File: config.mk
export PLATFORM = sky130hd
export DESIGN_NAME = prn_lfsr_step
export DESIGN_NICKNAME = d
export VERILOG_FILES = /design/src/rtl/prn_pkg.sv /design/src/rtl/prn_lfsr_step.sv
export SDC_FILE = /design/constraint.sdc
export NUM_CORES = 1
export LEC_CHECK = 0
export BUFFER_PORTS_ARGS = -buffer_cell sky130_fd_sc_hd__buf_2
export CORE_AREA = 5 5 42 44
export DETAILED_ROUTE_END_ITERATION = 10
export DIE_AREA = 0 0 47 49
export GPL_TIMING_DRIVEN = 0
export SYNTH_ARGS = -nofsm -noshare
export SYNTH_HDL_FRONTEND = slang
export SYNTH_SLANG_ARGS = --single-unit
File: constraint.sdc
create_clock -name vclk -period 2.6
set_input_delay 0.52 -clock vclk [all_inputs]
set_output_delay 0.52 -clock vclk [all_outputs]
set_load 0.05 [all_outputs]
File: src/rtl/prn_pkg.sv
// Shared definitions for the PRN sync checker: state encoding, default sizes
// and the zero-means-one threshold helper.
package prn_pkg;

  localparam int LFSR_LENGTH_DEF = 14;
  localparam int ERR_WIDTH_DEF   = 16;

  typedef enum logic [1:0] {
    ST_IDLE   = 2'd0,
    ST_FILL   = 2'd1,
    ST_VERIFY = 2'd2,
    ST_LOCK   = 2'd3
  } prn_state_e;

  // A threshold of 0 would never be reached by a post-increment compare.
  function automatic logic [7:0] thr_eff(input logic [7:0] t);
    return (t == 8'd0) ? 8'd1 : t;
  endfunction

endpackage

File: src/rtl/prn_lfsr_step.sv
// One step of the checker LFSR: tap-mask prediction and shifted next state.
// In flywheel mode the register feeds back its own prediction.
module prn_lfsr_step
  import prn_pkg::*;
#(
  parameter int LFSR_LENGTH = LFSR_LENGTH_DEF
) (
  input  logic [LFSR_LENGTH-1:0] i_lfsr,
  input  logic [LFSR_LENGTH-1:0] i_poly,
  input  logic                   i_chip,
  input  logic                   i_flywheel,
  output logic                   o_pred,
  output logic [LFSR_LENGTH-1:0] o_next
);

  logic w_pred;
  logic w_bit;

  assign w_pred = ^(i_lfsr & i_poly);
  assign w_bit  = i_flywheel ? w_pred : i_chip;
  assign o_pred = w_pred;
  assign o_next = {i_lfsr[LFSR_LENGTH-2:0], w_bit};

endmodule

==> flow_metrics.env <==
export IMPL_ios=45
export IMPL_design_core_area_sq_um=1400
export IMPL_syn_avg_cell_area_sq_um=7.18
export IMPL_grt_pass1_vias=356
export IMPL_register_area_sq_um=0
export IMPL_setup_tns_ns=0
export IMPL_path_delay_family="XOR/XNOR gates"
export IMPL_min_period_over_period_pct=95.8
export IMPL_antenna_found_initial=0
export IMPL_cp_required_ns=2.08
export IMPL_post_place_ws_ns=0.108
export IMPL_rsz0062_at_grt="no"
export IMPL_drt_wl_total_microns=854
export IMPL_worstPathMaxFanout=2
export IMPL_ys_seq_area_share_pct=0
export IMPL_crit_chain="buf_2 > nand2_1 > xnor2_1 > xnor3_1 > xnor3_1 > a21oi_1 > buf_4 > buf_2"
export IMPL_finalHoldViolCount=0
export IMPL_finalSetupViolCount=0
export IMPL_finalMaxSlewViolations=0
export IMPL_final_cells=103
export IMPL_critPathArrivalTime_ns=1.97
export IMPL_die_area_sq_um=2300
export IMPL_min_period_ns=2.49
export IMPL_post_cts_setup_buffers=0
export IMPL_layout_commonest_cell="buf_2"
export IMPL_ctsResizeCount=0
export IMPL_syn_area_sq_um=302
export IMPL_drtAntennaViolNets=0
export IMPL_core_rowCount=14
export IMPL_drt_first_pass_iters=2
export IMPL_hold_class="input pin to output pin"
export IMPL_wl_per_cell_microns=8.29
export IMPL_grt_start_max_net_pins=3
export IMPL_die_h_microns=49
export IMPL_drv_cap=0
export IMPL_worst_slack_ns=0.109
export IMPL_grt_overflow_total=0
export IMPL_drive_gt1_share_pct=69.0
export IMPL_nets=119
export IMPL_synthDistinctLibCells=9
export IMPL_fillers=149
export IMPL_synth_fp_nets=72
export IMPL_p_total_w=0.000234
export IMPL_start_util_pct=21.5
export IMPL_cts_hold_buffers_added=0
export IMPL_ir_worst_vdd_mv=0.316
export IMPL_syn_inst=42
export IMPL_dp_cells=103
export IMPL_drc_errors=0
export IMPL_design_seq_count=0
export IMPL_status="finished, final reports clean"
export IMPL_via_per_inst=3.70
export IMPL_end_kind="output pin"
export IMPL_port_buffer_count=45
export IMPL_slowest_stage="xnor3_1"
export IMPL_track_usage_pct=7.04
export IMPL_hold_slack_ns=1.46
export IMPL_cp_slowest_stage_delay_ns=0.42
export IMPL_worst_pin_slew_ns=0.249
export IMPL_num_vias=381
export IMPL_clkbuf_count=0
export IMPL_gp_congestion=0.608
export IMPL_fmax_mhz=401
export IMPL_areaGrowthSynthToFinish_pct=81.3
export IMPL_powerDensity_nw_per_um2=427
export IMPL_path_buf_inv=3
export IMPL_grt_pass1_wl_microns=1350
export IMPL_slew_headroom_pct=83.3
export IMPL_start_kind="input pin"
export IMPL_ys_warnings_count=0
export IMPL_fp_dieW_microns=47
export IMPL_antenna_cells=0
export IMPL_drtIter0Drc=4
export IMPL_layout_common_cells="45 x buf_2, 14 x nand2_1, 14 x buf_4"
export IMPL_leakage_nw=0.344
export IMPL_critPathKind="input pin to output pin"
==> report_power, final <==
group / switching, W / internal (W) / total, W
Combinational: 0.000142 / 0.0000915 / 0.000234
Clock: 0 / 0 / 0
Sequential: 0 / 0 / 0
==> logic make-up (layout without fill, tap and decap cells) <==
kind of cell | count (synthesis) | in the layout | synth area share, %
compound gates | 1 | 1 | 1.66
xor+xnor | 11 | 11 | 43.6
buf+inv | 15 | 60 | 36.1
simple gates | 15 | 15 | 18.7
==> routing by layer <==
| layer | global-route usage, % | vias to the layer above | share of wire, % | wire [microns] |
|---|---|---|---|---|
| li1 | - | 204 | - | - |
| met1 | 8.99 | 153 | 37 | 316 |
| met2 | 13.1 | 24 | 50 | 426 |
| met3 | 0.369 | 0 | 13 | 110 |
| met4 | 0 | 0 | 0 | 0 |
| met5 | 0 | - | 0 | 0 |
==> worst paths after layout <==
| path | slack, ns | endpoint | from | depth (start not counted) |
|---|---|---|---|---|
| setup / recovery | 0.11 | o_next[0] | i_lfsr[12] | 8 |
| hold / removal | 1.46 | o_next[13] | i_lfsr[12] | 3 |
==> per-stage QoR <==
step,util [%],area (sq um)
global placement,39.0,547
global route,39.0,547
finish,39.0,547
detailed placement,39.0,547
CTS,39.0,547
floorplan,-,302
==> cell type report <==
class,count,area (sq um),share of cell area (%)
buffer,14,105,19.2
inverter,1,3.75,0.686
multi-input combinational,27,193,35.2
tap,16,20.0,3.66
timing repair buffer,45,225,41.2
==> synthesized netlist by cell type <==
cell     number  area share (%)
xnor3_1       2              15
inv_1         1             1.2
nand2_1      14              17
a21oi_1       1             1.7
buf_4        14              35
xnor2_2       1             5.4
xnor2_1       6              17
xor2_1        2             5.8
nor2_1        1             1.2
(Power assumes the default switching activity.)
